<file path="src/rtl/spi_arbiter.sv">
// spi_arbiter
//   Shares one byte-oriented SPI master (start/tdat/done/rdata handshake)
//   between two byte-stream requesters: [0] = TFT display, [1] = SD card.
//   Handles chip-select setup/hold sequencing, TFT D/C steering, burst
//   ownership (a granted requester keeps the bus until its LAST byte) and
//   round-robin arbitration when both requesters ask at once.
//
// Ports
//   CLK, RSTB        system clock, synchronous active-low reset
//   REQ_VALID[1:0]   per-requester byte valid
//   REQ0_DATA        TFT transmit byte
//   REQ1_DATA        SD transmit byte
//   REQ_LAST[1:0]    byte closes its burst (sampled with the byte)
//   REQ0_DC          TFT data/command flag (sampled with the byte)
//   REQ_READY[1:0]   one-cycle pulse: byte accepted
//   RSP_VALID[1:0]   one-cycle pulse: RSP_DATA valid for that requester
//   RSP_DATA         received byte
//   SPI_START        start request to the SPI master
//   SPI_TDATA        byte to transmit
//   SPI_DONE         SPI master done level (already synchronous to CLK)
//   SPI_RDATA        SPI master received byte
//   CS_SEL[1:0]      one-hot active-high device select
//   TFT_DC           D/C line, updated with each TFT byte
//   GRANT            current or most recent owner
//   BUSY             state is not IDLE
//   TIMEOUT_ERR      sticky abort flag, cleared on the next grant
module spi_arbiter #(
  parameter int CS_SETUP = 2,
  parameter int CS_HOLD  = 2,
  parameter int TIMEOUT  = 4096
) (
  input  logic       CLK,
  input  logic       RSTB,
  input  logic [1:0] REQ_VALID,
  input  logic [7:0] REQ0_DATA,
  input  logic [7:0] REQ1_DATA,
  input  logic [1:0] REQ_LAST,
  input  logic       REQ0_DC,
  output logic [1:0] REQ_READY,
  output logic [1:0] RSP_VALID,
  output logic [7:0] RSP_DATA,
  output logic       SPI_START,
  output logic [7:0] SPI_TDATA,
  input  logic       SPI_DONE,
  input  logic [7:0] SPI_RDATA,
  output logic [1:0] CS_SEL,
  output logic       TFT_DC,
  output logic       GRANT,
  output logic       BUSY,
  output logic       TIMEOUT_ERR
);

  typedef enum logic [2:0] {
    IDLE, SETUP, LOAD, START_WAIT, XFER, RESP, HOLD
  } state_t;

  localparam int CMAX = (CS_SETUP > CS_HOLD) ? CS_SETUP : CS_HOLD;
  localparam int CW   = $clog2(CMAX + 1);
  localparam int TW   = $clog2(TIMEOUT + 1);

  state_t        state, state_n;
  logic [CW-1:0] cnt, cnt_n;        // shared CS setup / hold counter
  logic [TW-1:0] tcnt, tcnt_n;      // per-byte watchdog
  logic          last_q, last_n;
  logic          grant_n;
  logic [1:0]    cs_n, ready_n, rvalid_n;
  logic [7:0]    rdata_n, tdata_n;
  logic          start_n, dc_n, terr_n;
  logic          pick;

  assign BUSY = (state != IDLE);

  always_comb begin
    state_n  = state;
    cnt_n    = cnt;
    tcnt_n   = tcnt;
    last_n   = last_q;
    grant_n  = GRANT;
    cs_n     = CS_SEL;
    ready_n  = '0;
    rvalid_n = '0;
    rdata_n  = RSP_DATA;
    tdata_n  = SPI_TDATA;
    start_n  = SPI_START;
    dc_n     = TFT_DC;
    terr_n   = TIMEOUT_ERR;
    pick     = 1'b0;

    case (state)
      IDLE: begin
        if (REQ_VALID != 2'b00) begin
          // On a tie, hand the bus to whoever did not own it last.
          pick     = (REQ_VALID == 2'b11) ? ~GRANT : REQ_VALID[1];
          grant_n  = pick;
          cs_n     = pick ? 2'b10 : 2'b01;
          terr_n   = 1'b0;
          cnt_n    = '0;
          state_n  = SETUP;
        end
      end

      SETUP: begin
        if (cnt == CW'(CS_SETUP - 1)) state_n = LOAD;
        else                          cnt_n   = cnt + CW'(1);
      end

      // CS stays asserted while the owner has nothing to send; no watchdog
      // here so a slow producer can stall mid-burst indefinitely.
      LOAD: begin
        if (REQ_VALID[GRANT]) begin
          tdata_n        = GRANT ? REQ1_DATA : REQ0_DATA;
          last_n         = REQ_LAST[GRANT];
          if (!GRANT) dc_n = REQ0_DC;
          ready_n[GRANT] = 1'b1;
          start_n        = 1'b1;
          tcnt_n         = '0;
          state_n        = START_WAIT;
        end
      end

      // The master drops DONE once it has taken the start request.
      START_WAIT: begin
        if (!SPI_DONE) begin
          start_n = 1'b0;
          state_n = XFER;
        end else if (tcnt == TW'(TIMEOUT - 1)) begin
          start_n = 1'b0;
          terr_n  = 1'b1;
          cnt_n   = '0;
          state_n = HOLD;
        end else begin
          tcnt_n  = tcnt + TW'(1);
        end
      end

      XFER: begin
        if (SPI_DONE) begin
          rdata_n         = SPI_RDATA;
          rvalid_n[GRANT] = 1'b1;
          state_n         = RESP;
        end else if (tcnt == TW'(TIMEOUT - 1)) begin
          start_n = 1'b0;
          terr_n  = 1'b1;
          cnt_n   = '0;
          state_n = HOLD;
        end else begin
          tcnt_n  = tcnt + TW'(1);
        end
      end

      // Grant is kept across LOAD so bursts never interleave.
      RESP: begin
        if (last_q) begin
          cnt_n   = '0;
          state_n = HOLD;
        end else begin
          state_n = LOAD;
        end
      end

      HOLD: begin
        if (cnt == CW'(CS_HOLD - 1)) begin
          cs_n    = 2'b00;
          state_n = IDLE;
        end else begin
          cnt_n   = cnt + CW'(1);
        end
      end

      default: state_n = IDLE;
    endcase
  end

  always_ff @(posedge CLK) begin
    if (!RSTB) begin
      state       <= IDLE;
      cnt         <= '0;
      tcnt        <= '0;
      last_q      <= 1'b0;
      GRANT       <= 1'b1;
      CS_SEL      <= 2'b00;
      REQ_READY   <= 2'b00;
      RSP_VALID   <= 2'b00;
      RSP_DATA    <= 8'h00;
      SPI_TDATA   <= 8'h00;
      SPI_START   <= 1'b0;
      TFT_DC      <= 1'b0;
      TIMEOUT_ERR <= 1'b0;
    end else begin
      state       <= state_n;
      cnt         <= cnt_n;
      tcnt        <= tcnt_n;
      last_q      <= last_n;
      GRANT       <= grant_n;
      CS_SEL      <= cs_n;
      REQ_READY   <= ready_n;
      RSP_VALID   <= rvalid_n;
      RSP_DATA    <= rdata_n;
      SPI_TDATA   <= tdata_n;
      SPI_START   <= start_n;
      TFT_DC      <= dc_n;
      TIMEOUT_ERR <= terr_n;
    end
  end

endmodule

</file>
<file path="config.mk">
export PLATFORM = sky130hd
export DESIGN_NAME = spi_arbiter
export DESIGN_NICKNAME = d
export VERILOG_FILES = /design/src/rtl/spi_arbiter.sv
export SDC_FILE = /design/constraint.sdc
export NUM_CORES = 1
export LEC_CHECK = 0
export ABC_AREA = 0
export CAP_MARGIN = 10
export CELL_PAD_IN_SITES_DETAIL_PLACEMENT = 0
export CELL_PAD_IN_SITES_GLOBAL_PLACEMENT = 2
export CORE_MARGIN = 2
export CORE_UTILIZATION = 28
export DETAILED_ROUTE_END_ITERATION = 16
export PLACE_DENSITY_LB_ADDON = 0.1
export SYNTH_ARGS = -nofsm -noshare
export SYNTH_HDL_FRONTEND = slang
export SYNTH_SLANG_ARGS = --single-unit
</file>
<file path="constraint.sdc">
create_clock -name CLK -period 3 [get_ports CLK]
set_clock_uncertainty 0.1 [all_clocks]
set_input_delay 0.45 -clock CLK [delete_from_list [all_inputs] [get_ports CLK]]
set_output_delay 0.45 -clock CLK [all_outputs]
set_load 0.02 [all_outputs]
</file>
==> run_results.csv <==
group,metric,value,unit
outcome,run_status,"finished, final reports clean",
cts,ctsResizeCount,0,
worst_setup_path,worst_setup_path_start_kind,"input port",
cts,clk_path_buf_depth,2,
timing,holdWs,0.3452,ns
floorplanning,core_area,8093,um2
job,cap_violations,0,
cts,cts_tree,"built",
cts,cts-root-buf,"clkbuf_8",
cts,numCtsBuffers,5,
hold_path,hold_depth,2,
floorplanning,rows,33,
cts,clkTransAtPathRegs,0.09,ns
global_route,grt_use_met1,0.1684,
worst_setup_path,path_cells,"clkdlybuf4s50_1, mux2i_1, nor3b_1, nor4_1, a211o_1, nand2_1",
cts,clkSinkCount,45,
global_route,grt_use_total,0.1405,
worst_setup_path,r2r.worst_path.cells,5,
timing,period_needed,2.430,ns
global_route,grt-ovfl-total,0,
worst_setup_path,cpPeakStageDelay,0.76,ns
pwr,pwr_density_cell,457.6,nW/um2
finish,multiInputGateArea,1306,um2
timing,period_share,0.8101,
yosys,synth_top_area_cell,"dfxtp_1",
worst_setup_path,crit_required,3.15,ns
placement,gp_congestion,0.7753,
routing,drt_wl_total,6.025,mm
yosys,syn_inst,270,
yosys,syn-cell-area,2297,um2
pwr,ir_drop,0.1537,mV
worst_setup_path,cp_slowest_cell,"nor3b_1",
routing,wire_per_inst,13.82,um
global_route,grt_use_met2,0.2500,
floorplanning,boundaryPins,59,
timing,max_freq,411.5,MHz
routing,vias_per_cell,4.897,
yosys,yosys.area.top_type_share,0.3922,
worst_setup_path,path_delay_family,"simple AND/OR/NAND/NOR gates",
global_route,grt_pass1_wl,9.880,mm
finish,seqCellArea,900.9,um2
cts,insertion_delay,0.30,ns
timing,slew_headroom,0.4058,
timing,tns,0,ns
pwr,power_leakage,1.273,nW
yosys,ys_types,48,
routing,ant_nets,0,
worst_setup_path,worst-path-buf-inv,1,
yosys,synth_edf_count,0,
global_route,grt_pass1_vias,2100,
worst_setup_path,path_class,"in -> reg",
cts,htree_levels,2,
worst_setup_path,endpoint_kind,"register",
global_route,grt_max_degree,24,
finish,n_antenna_cell,0,
finish,drive_above_1_share,0.08157,
global_route,busiest_layer,"met2",
hold_path,hp-class,"reg -> reg",
yosys,synth_warnings,0,
finish,final_cell_mix,"clkdlybuf4s50_1, dfxtp_1, nand2_1, a21oi_1, mux2i_1",
placement,dp_hpwl,4.414,mm
routing,drtPass1Iterations,4,
placement,io_buffers,58,
yosys,syn_area_per_cell,8.508,um2
global_route,globalRouteMet3Util,0.03033,
yosys,ys_ff_latch,45,
timing,finalMaxSlewViolations,0,
routing,drc,0,
timing,grt_setup_unrepaired,"no",
finish,fin_nets,364,
worst_setup_path,arrival,2.58,ns
yosys,syn-num-nets,304,
global_route,antenna_found_initial,0,
yosys,synthFlopType,"dfxtp_1",
finish,fillers,863,
cts,postCtsHoldBufs,0,
cts,cts_setup_buffers,0,
floorplanning,die_area,8944,um2
worst_setup_path,worstPathMaxFanout,8,
floorplanning,die_w,94.58,um
timing,setup_viol,0,
yosys,ys_top_cells_by_area,"dfxtp_1, mux2i_1, nand2_1, o211a_1, a21oi_1",
yosys,synth-async-reset-ratio,0,
timing,worst-slew-pin-transition,0.8894,ns
yosys,ys_seq_area_frac,0.3922,
finish,layout_commonest_cell,"clkdlybuf4s50_1",
finish,syn2layout_area_growth,37.20,%
routing,drt_iter0_drc,74,
floorplanning,initial_core_util,0.2839,
routing,via_count,2135,
floorplanning,fp.dieH,94.58,um
worst_setup_path,cp.depth,6,
timing,hold_viol,0,
## cells in the mapped netlist (3+ instances only)
master and instances:
nand4_1 5, mux2i_1 16, dfxtp_1 45, o211ai_1 4, o21ai_0 8, and2_1 3
nand2_1 37, nor4_1 3, nor2_1 12, nand2b_1 7, clkbuf_1 14, o211a_1 9
a21o_1 3, a21boi_0 9, nand3b_1 3, nor2b_1 8, a21oi_1 17, xnor2_1 3
and3_1 8, inv_1 8, nand3_1 8, nor3_1 6
## final cells by class
type | instances | area share
clock buffer | 6 | 0.02620
clock inverter | 2 | 0.01191
inverter | 8 | 0.009528
multi-input combinational | 201 | 0.4144
sequential | 45 | 0.2858
tap | 105 | 0.04168
timing repair buffer | 69 | 0.2104
## worst min-delay path: stages (launching register included)
cell and delay [ns]:
dfxtp_1 0.33, nand2_1 0.05, a21oi_1 0.03
## metrics by stage
stage	worst slack, ns	power (mW)	area, um2	cells	util
after CTS	0.5021	1.470	3152	436	0.3895
after floorplan	0.7890	0.8418	2297	270	-
after global routing	0.3354	1.519	3152	436	0.3895
final	0.5697	1.442	3152	436	0.3895
after global placement	0.2217	0.9725	3032	428	0.3746
after detailed placement	0.1882	0.9714	3032	428	0.3746
## worst paths after layout
path	startpoint	endpoint	slack (ns)
setup reg to reg	state[2]	tcnt[9]	0.67
hold / removal	tcnt[12]	tcnt[12]	0.35
hold reg to reg	tcnt[12]	tcnt[12]	0.35
setup / recovery	REQ_VALID[1]	tcnt[7]	0.57
## metal layers
| metal | up-vias | share of wire | wire [um] |
|---|---|---|---|
| li1 | 1089 | - | - |
| met1 | 1002 | 0.46 | 2755 |
| met2 | 39 | 0.49 | 2968 |
| met3 | 5 | 0.038 | 229 |
| met4 | 0 | 0.012 | 72 |
| met5 | - | 0 | 0 |
## cells by family (layout without fill, tap and decap cells)
kind of cell	after synthesis	count (layout)	share of synthesized area
DFF	45	45	0.3922
and+or+nand+nor	114	114	0.2620
muxes	17	17	0.07462
xor gates and xnor gates	3	3	0.01144
AOI/OAI and AO/OA	65	65	0.2075
adders and majority gates	2	2	0.01089
buffers and inverters	24	85	0.04139
## power breakdown
| group | leakage (nW) | total, mW | internal, mW | switching [mW] |
|---|---|---|---|---|
| clock network | 0.0574 | 0.490 | 0.271 | 0.219 |
| registers | 0.364 | 0.638 | 0.620 | 0.0179 |
| logic | 0.852 | 0.314 | 0.155 | 0.159 |
| total | 1.27 | 1.44 | 1.05 | 0.396 |
## state kept, by name, summed over array words and instances, names as in the netlist
signal / count
tcnt: 13
RSP_DATA: 8
SPI_TDATA: 8
state: 3
CS_SEL: 2
REQ_READY: 2
RSP_VALID: 2
cnt: 2
GRANT: 1
SPI_START: 1
TFT_DC: 1
TIMEOUT_ERR: 1
last_q: 1
Note: power is estimated with default switching activity, not from simulation.
